`config.mk`:
```
export PLATFORM = sky130hd
export DESIGN_NAME = seg_stream_decoder
export DESIGN_NICKNAME = d
export VERILOG_FILES = /design/src/rtl/seg_pkg.sv /design/src/rtl/seg_to_bcd.sv /design/src/rtl/seg_stream_decoder.sv
export SDC_FILE = /design/constraint.sdc
export NUM_CORES = 1
export LEC_CHECK = 0
export BUFFER_PORTS_ARGS = -buffer_cell sky130_fd_sc_hd__buf_2
export CORE_MARGIN = 5
export CORE_UTILIZATION = 53
export DETAILED_ROUTE_END_ITERATION = 12
export PLACE_DENSITY = 0.83
export SLEW_MARGIN = 20
export SYNTH_ARGS = -nofsm -noshare
export SYNTH_HDL_FRONTEND = slang
export SYNTH_SLANG_ARGS = --single-unit
```
`constraint.sdc`:
```
create_clock -name clk -period 4.1 [get_ports clk]
set_clock_uncertainty 0.15 [all_clocks]
set_input_delay 0.205 -clock clk [delete_from_list [all_inputs] [get_ports clk]]
set_output_delay 0.205 -clock clk [all_outputs]
set_load 0.02 [all_outputs]
```
`src/rtl/seg_pkg.sv`:
```
// Shared segment table and decoder state encoding, common to the encoder and decoder.
package seg_pkg;

  localparam int unsigned SEG_W    = 7;
  localparam int unsigned NIBBLE_W = 4;

  // Active-low abcdefg, bit 6 = a ... bit 0 = g.
  localparam logic [SEG_W-1:0] SEG_0     = 7'b0000001;
  localparam logic [SEG_W-1:0] SEG_1     = 7'b1001111;
  localparam logic [SEG_W-1:0] SEG_2     = 7'b0010010;
  localparam logic [SEG_W-1:0] SEG_3     = 7'b0000110;
  localparam logic [SEG_W-1:0] SEG_4     = 7'b1001100;
  localparam logic [SEG_W-1:0] SEG_5     = 7'b0100100;
  localparam logic [SEG_W-1:0] SEG_6     = 7'b0100000;
  localparam logic [SEG_W-1:0] SEG_7     = 7'b0001111;
  localparam logic [SEG_W-1:0] SEG_8     = 7'b0000000;
  localparam logic [SEG_W-1:0] SEG_9     = 7'b0000100;
  localparam logic [SEG_W-1:0] SEG_BLANK = 7'b1111111;

  localparam logic [NIBBLE_W-1:0] NIBBLE_BAD = 4'hF;

  typedef enum logic {
    COLLECT = 1'b0,
    HOLD    = 1'b1
  } state_t;

endpackage

```
`src/rtl/seg_to_bcd.sv`:
```
// Combinational lookup from an active-low segment code to a BCD digit.
module seg_to_bcd
  import seg_pkg::*;
(
  input  logic [SEG_W-1:0]    i_code,
  output logic [NIBBLE_W-1:0] o_digit_c,
  output logic                o_valid_c
);

  // A blank display reads back as zero and is not treated as an error.
  always_comb begin
    o_digit_c = NIBBLE_BAD;
    o_valid_c = 1'b0;
    case (i_code)
      SEG_0:     begin o_digit_c = 4'd0; o_valid_c = 1'b1; end
      SEG_1:     begin o_digit_c = 4'd1; o_valid_c = 1'b1; end
      SEG_2:     begin o_digit_c = 4'd2; o_valid_c = 1'b1; end
      SEG_3:     begin o_digit_c = 4'd3; o_valid_c = 1'b1; end
      SEG_4:     begin o_digit_c = 4'd4; o_valid_c = 1'b1; end
      SEG_5:     begin o_digit_c = 4'd5; o_valid_c = 1'b1; end
      SEG_6:     begin o_digit_c = 4'd6; o_valid_c = 1'b1; end
      SEG_7:     begin o_digit_c = 4'd7; o_valid_c = 1'b1; end
      SEG_8:     begin o_digit_c = 4'd8; o_valid_c = 1'b1; end
      SEG_9:     begin o_digit_c = 4'd9; o_valid_c = 1'b1; end
      SEG_BLANK: begin o_digit_c = 4'd0; o_valid_c = 1'b1; end
      default:   begin o_digit_c = NIBBLE_BAD; o_valid_c = 1'b0; end
    endcase
  end

endmodule

```
`src/rtl/seg_stream_decoder.sv`:
```
// Decodes a stream of segment codes and packs NUM_DIGITS BCD digits per frame,
// first accepted digit in the top nibble, presented on a valid/ready output.
module seg_stream_decoder
  import seg_pkg::*;
#(
  parameter int unsigned NUM_DIGITS = 4
) (
  input  logic                    clk,
  input  logic                    rst,
  input  logic [SEG_W-1:0]        seg_in,
  input  logic                    seg_valid,
  input  logic                    frame_start,
  output logic                    seg_ready,
  output logic [4*NUM_DIGITS-1:0] bcd_out,
  output logic                    out_valid,
  input  logic                    out_ready,
  output logic                    bad_pattern
);

  localparam int unsigned W     = 4 * NUM_DIGITS;
  localparam int unsigned CNT_W = $clog2(NUM_DIGITS + 1);

  state_t             r_state;
  state_t             w_state_nxt;
  logic [W-1:0]       r_shift;
  logic [W-1:0]       w_shift_nxt;
  logic [W-1:0]       w_base_shift;
  logic [CNT_W-1:0]   r_count;
  logic [CNT_W-1:0]   w_count_nxt;
  logic [CNT_W-1:0]   w_base_count;
  logic               r_err;
  logic               w_err_nxt;
  logic               w_base_err;
  logic               r_seg_ready;
  logic               r_out_valid;
  logic [NIBBLE_W-1:0] w_digit;
  logic               w_code_ok;

  seg_to_bcd u_seg_to_bcd (
    .i_code    (seg_in),
    .o_digit_c (w_digit),
    .o_valid_c (w_code_ok)
  );

  // Next-state and frame-assembly logic.
  always_comb begin
    w_state_nxt  = r_state;
    w_shift_nxt  = r_shift;
    w_count_nxt  = r_count;
    w_err_nxt    = r_err;
    w_base_shift = r_shift;
    w_base_count = r_count;
    w_base_err   = r_err;
    case (r_state)
      COLLECT: begin
        if (seg_valid) begin
          // frame_start drops the partial frame before this beat is packed.
          if (frame_start) begin
            w_base_shift = '0;
            w_base_count = '0;
            w_base_err   = 1'b0;
          end
          w_shift_nxt = (w_base_shift << 4) | W'(w_digit);
          w_count_nxt = w_base_count + CNT_W'(1);
          w_err_nxt   = w_base_err | ~w_code_ok;
          if (w_count_nxt == CNT_W'(NUM_DIGITS)) begin
            w_state_nxt = HOLD;
          end
        end
      end
      HOLD: begin
        if (out_ready) begin
          w_state_nxt = COLLECT;
          w_shift_nxt = '0;
          w_count_nxt = '0;
          w_err_nxt   = 1'b0;
        end
      end
    endcase
  end

  // Handshake flags are registered from the next state so both track r_state.
  always_ff @(posedge clk or negedge rst) begin
    if (!rst) begin
      r_state     <= COLLECT;
      r_shift     <= '0;
      r_count     <= '0;
      r_err       <= 1'b0;
      r_seg_ready <= 1'b1;
      r_out_valid <= 1'b0;
    end else begin
      r_state     <= w_state_nxt;
      r_shift     <= w_shift_nxt;
      r_count     <= w_count_nxt;
      r_err       <= w_err_nxt;
      r_seg_ready <= (w_state_nxt == COLLECT);
      r_out_valid <= (w_state_nxt == HOLD);
    end
  end

  assign seg_ready   = r_seg_ready;
  assign out_valid   = r_out_valid;
  assign bcd_out     = r_shift;
  assign bad_pattern = r_err;

endmodule

```
==> results of run 1 <==
==> final cells by class <==
class | instances | area (µm²) | area share, %
Clock buffer | 4 | 26.3 | 2.10
Inverter | 1 | 3.75 | 0.300
Multi-Input combinational cell | 65 | 459 | 36.7
Sequential cell | 22 | 552 | 44.1
Tap cell | 27 | 33.8 | 2.70
Timing Repair Buffer | 33 | 178 | 14.2
==> sequential cells by signal (all words and copies together) (netlist names) <==
register,count
r_count,3
seg_ready,1
out_valid,1
bcd_out,16
bad_pattern,1
==> where the power goes <==
part,internal (W),switching [W]
Combinational,0.0000364,0.0000572
Sequential,0.000235,0.0000120
Clock,0.0000378,0.0000592
Total,0.000310,0.000128
==> how the worst min path moves through the flow <==
stage	to	depth (start not counted)	from	slack (ps)
after detailed placement	bcd_out[12]	1	rst	40
after global routing	bcd_out[3]	2	seg_in[5]	100
after floorplan	bad_pattern	0	rst	-240
final	bcd_out[3]	2	seg_in[5]	100
after CTS	bcd_out[3]	2	seg_in[5]	80
after global placement	r_count[0]	1	rst	30
==> through the flow <==
step	hold slack [ps]	instances	setup slack (ps)	area (µm²)
2_1_floorplan	-241	93	2420	1030
3_3_place_gp	33.7	146	2400	1210
3_5_place_dp	39.7	146	2320	1210
4_1_cts	83.3	152	2310	1250
5_1_grt	105	152	2140	1250
6_report	96.9	152	2290	1250
==> layer usage <==
metal | share of wire (%) | up-vias | track usage (%)
met2 | 49 | 28 | 29.1
met5 | 0 | - | 0
met4 | 0.91 | 0 | 4.98
met3 | 5.5 | 2 | 2.49
li1 | - | 422 | -
met1 | 44 | 417 | 22.7
==> cell usage in the layout (no fill, tap or decap), types with 3 or more instances in the layout <==
master    count
o21ai_0       5
clkbuf_4      3
a22o_1       14
dfrtp_1      21
nor2_1        3
buf_2        30
nor3_1        4
nand2_1       8
nand3_1       4
nor2b_1       4
==> cell families (layout without fill, tap and decap cells) <==
group | count (synthesis) | in the layout | synth area share (%)
simple gates | 30 | 30 | 16.2
xor+xnor | 2 | 2 | 1.70
flops | 22 | 22 | 53.4
compound gates | 31 | 31 | 24.1
fa+ha+maj | 2 | 2 | 2.42
buf+inv | 6 | 38 | 2.18
==> impl_metrics.csv, run 1 <==
group,metric,value,unit
setup_path,crit_path_cell_trace,"nor2b_1, nand3_1, or3b_2, o2111ai_1",
timing,fin_crit,1810,ps
layout,area_delta_synth_final,21.2,%
clocking,cts_tree,"built",
setup_path,arrival,1880,ps
status,status,"finished clean",
setup_path,cp_top_family,"simple AND/OR/NAND/NOR gates",
clocking,cts_buffer_depth,2,
timing,finalSetupViolCount,0,
floorplan,rows,16,
hold_path,hold_class,"primary input to register",
synthesis,synth_area,1030,µm²
setup_path,r2r_start,"out_valid",
detailed_routing,via_per_inst,5.72,
clocking,path_clk_slew,120,ps
setup_path,cp_slowest_cell,"or3b_2",
layout,antennaDiodeCount,0,
global_routing,grt_pass1_vias,837,
setup_path,r2r_end,"bcd_out[1]",
timing,max-slew-margin-rel,47.3,%
layout,fill_cells,154,
synthesis,ys_seq_elements,22,
global_routing,gr-usage-all-layers,17.2,%
synthesis,synth_top_area_cell,"dfrtp_1",
placed_design,dp_hpwl,1670,µm
setup_path,cp.required,4170,ps
global_routing,grt_pass1_wl,3710,µm
setup_path,cp-end-kind,"register",
timing,fin_tns_setup,0,ps
synthesis,ys_seq_area_share,53.4,%
detailed_routing,postRouteAntennaNets,0,
synthesis,syn_inst,93,
placed_design,gp_congestion,0.830,
clocking,root_buffer,"clkbuf_4",
clocking,cts_sinks,22,
clocking,htreeDepth,1,
detailed_routing,drt_iter0_drc,14,
synthesis,synth_top_flop_cell,"dfrtp_1",
timing,period_share,44.1,%
timing,tightest_slew,788,ps
job,maxCapViolations,0,
synthesis,syn_nets,107,
floorplan,die_x,54.2,µm
pwr,peakVddDrop,0.000169,V
timing,final_max_slew_viol_count,0,
setup_path,cp_num_buf_inv,0,
setup_path,worst-path-max-fanout,7,
floorplan,die_h,54.2,µm
synthesis,async_flop_share,100,%
layout,fin_util,65.9,%
setup_path,critPathMaxStageDelay,500,ps
synthesis,yosysUniqueCellTypes,29,
setup_path,crit_cells,4,
floorplan,dieArea,2930,µm²
synthesis,syn_avg_cell_area,11.1,µm²
global_routing,grt-ovfl-total,0,
detailed_routing,drc,0,
clocking,cts_buffers,3,
layout,nets,140,
clocking,postCtsSetupBuffers,0,
placed_design,place.port_buffers,30,
setup_path,worstSetupPathType,"register to register",
floorplan,start_util,54.3,%
setup_path,reg2reg_slack,2290,ps
setup_path,reg2regPathDepth,4,
detailed_routing,wire_per_inst,14.4,µm
detailed_routing,routed_wl,2190,µm
synthesis,yosysWarningCount,0,
detailed_routing,vias,869,
synthesis,synth_most_common_cell,"dfrtp_1",
floorplan,io_pins,31,
setup_path,crit_start,"out_valid",
floorplan,core,1900,µm²
clocking,clock_latency,300,ps
pwr,p_total,0.000438,W
setup_path,crit_path_end,"bcd_out[1]",
synthesis,synth_top_cells_by_count,"21 x dfrtp_1, 14 x a22o_1, 8 x nand2_1, 5 x clkbuf_1, 5 x o21ai_0",
global_routing,antenna_found_initial,0,
clocking,cts_resized,0,
setup_path,start_kind,"register",
global_routing,grt_max_degree,23,
synthesis,yosys-top-cells-area,"dfrtp_1 51%, a22o_1 12%, nand2_1 2.9%",
timing,finalHoldViolCount,0,
pwr,p_per_area,350,nW/µm²
layout,drive_gt1_share,30.4,%
synthesis,synth_top_area_share,50.8,%
pwr,power.static_leakage,0.594,nW
detailed_routing,drt_first_pass_iters,4,
timing,fmax,554,MHz
synthesis,synth-edff-count,0,
clocking,hold_buffers,2,
timing,rsz0062_at_grt,"false",
No activity file was read; power rests on OpenSTA's default activity.
==> inputs of run 2 (changes only) <==
CORE_UTILIZATION = 44   (was 53)
PLACE_DENSITY = 0.74   (was 0.83)
clock period = 1.5 ns   (was 4.1 ns; I/O delays follow)
==> impl_metrics.csv, run 2 (synthesized netlist as in run 1, its figures left out) <==
group,metric,value,unit
floorplan,start_util,46.3,%
detailed_routing,drc,0,
job,maxCapViolations,0,
timing,setup_ws,-31.0,ps
setup_path,cp_slowest_cell,"dfrtp_2",
status,failed_checks,"negative setup slack",
setup_path,arrival,1620,ps
placed_design,dpl_cell_area,1330,µm²
clocking,cts_buffers,3,
layout,fin_area,1430,µm²
floorplan,rows,17,
pwr,power.static_leakage,0.684,nW
layout,layout_common_cells,"30 x buf_2, 20 x dfrtp_1, 16 x buf_4",
timing,finalHoldViolCount,0,
global_routing,grt_pass1_wl,4150,µm
timing,max-slew-margin-rel,68.7,%
layout,fin_util,63.9,%
hold_path,hold_class,"primary input to register",
floorplan,die_h,58.5,µm
clocking,clock_latency,310,ps
global_routing,grt_max_degree,23,
setup_path,reg2regPathDepth,5,
status,status,"complete, but fails checks",
setup_path,cp_top_family,"simple AND/OR/NAND/NOR gates",
global_routing,antenna_found_initial,0,
global_routing,gr-usage-all-layers,15.7,%
layout,layout.cells.most_common,"buf_2",
timing,holdWs,2.18,ps
placed_design,gp_congestion,0.840,
detailed_routing,postRouteAntennaNets,0,
floorplan,dieArea,3420,µm²
timing,fin_crit,1530,ps
setup_path,worst-path-max-fanout,5,
detailed_routing,vias,928,
layout,fill_cells,187,
timing,tightest_slew,469,ps
global_routing,grt-ovfl-total,0,
setup_path,cp-end-kind,"register",
setup_path,cp.required,1580,ps
layout,area_delta_synth_final,38.1,%
clocking,postCtsSetupBuffers,0,
clocking,cts_buffer_depth,2,
global_routing,grt_pass1_vias,995,
placed_design,place.port_buffers,30,
layout,antennaDiodeCount,0,
detailed_routing,drt_iter0_drc,17,
placed_design,dp_hpwl,1870,µm
clocking,htreeDepth,1,
clocking,cts_tree,"built",
layout,fin_cells,168,
setup_path,worstSetupPathType,"register to register",
setup_path,critPathMaxStageDelay,460,ps
detailed_routing,routed_wl,2570,µm
timing,fin_tns_setup,-31.0,ps
setup_path,crit_path_cell_trace,"nor2b_2, buf_4, nand3_2, or3b_4, o2111ai_2",
pwr,peakVddDrop,0.000445,V
layout,nets,155,
timing,rsz0062_at_grt,"true",
layout,largest_reg_flops,16,
hold_path,holdPathStages,3,
clocking,cts_sinks,22,
detailed_routing,via_per_inst,5.52,
floorplan,die_x,58.5,µm
setup_path,crit_cells,5,
clocking,root_buffer,"clkbuf_4",
timing,period_share,102,%
floorplan,io_pins,31,
detailed_routing,drt_first_pass_iters,4,
timing,finalSetupViolCount,1,
clocking,path_clk_slew,120,ps
floorplan,core,2230,µm²
timing,final_max_slew_viol_count,0,
layout,drive_gt1_share,44.3,%
setup_path,start_kind,"register",
placed_design,dp.cells,162,
setup_path,cp_num_buf_inv,1,
timing,fmax,653,MHz
detailed_routing,wire_per_inst,15.3,µm
pwr,p_per_area,914,nW/µm²
## run 2: cell count changes in the layout (fill, tap and decap cells not counted), sizes merged
cell	previous run	this run
buf	31	46
## run 2: cell type report
cell class	count	area, µm²	share of cell area, %
inverters	1	3.75	0.263
flip-flops and latches	22	553	38.7
clock buffers	4	36.3	2.54
well taps	28	35.0	2.45
multi-input cells	65	509	35.7
repair buffers	48	290	20.3
## run 2: per-stage QoR
step,total power (W),setup WS (ps)
finish,0.00131,-31.0
detailed placement,0.000975,-77.9
floorplan,0.000836,13.9
global route,0.00137,-68.6
CTS,0.00130,3.63
global placement,0.000965,-34.6
## run 2: repair_timing
item	4_1_cts	5_1_grt
gates resized for setup	1	6
hold buffers	2	0
endpoints found under the hold margin	24	0
endpoints found under the setup margin	1	6
pin swaps	1	2
## run 2: metal layers
| metal | wire length (µm) | global-route usage (%) |
|---|---|---|
| met1 | 969 | 16.0 |
| met2 | 1390 | 30.1 |
| met5 | 0 | 0 |
| met4 | 77 | 9.27 |
| met3 | 132 | 1.54 |
## run 2: worst paths after layout
check                       startpoint           to  slack, ps
hold reg to reg             r_count[0]   r_count[0]        340
setup reg to reg             out_valid   bcd_out[1]        -30
setup / recovery             out_valid   bcd_out[1]        -30
min in group asynchronous          rst  bcd_out[13]         90
max in group asynchronous          rst    out_valid        770
hold / removal             frame_start   r_count[0]          2
## run 2: worst register-to-register path, cell delays in order, from the launching register on
cell and delay (ps):
dfrtp_2 460, nor2b_2 150, buf_4 150, nand3_2 80, or3b_4 390, o2111ai_2 80
## run 2: power by group
part           leakage (nW)  internal (W)  switching [W]  total [W]
combinational         0.388      0.000131       0.000172   0.000303
clock                0.0210      0.000148       0.000177   0.000325
sequential            0.275      0.000643      0.0000337   0.000677
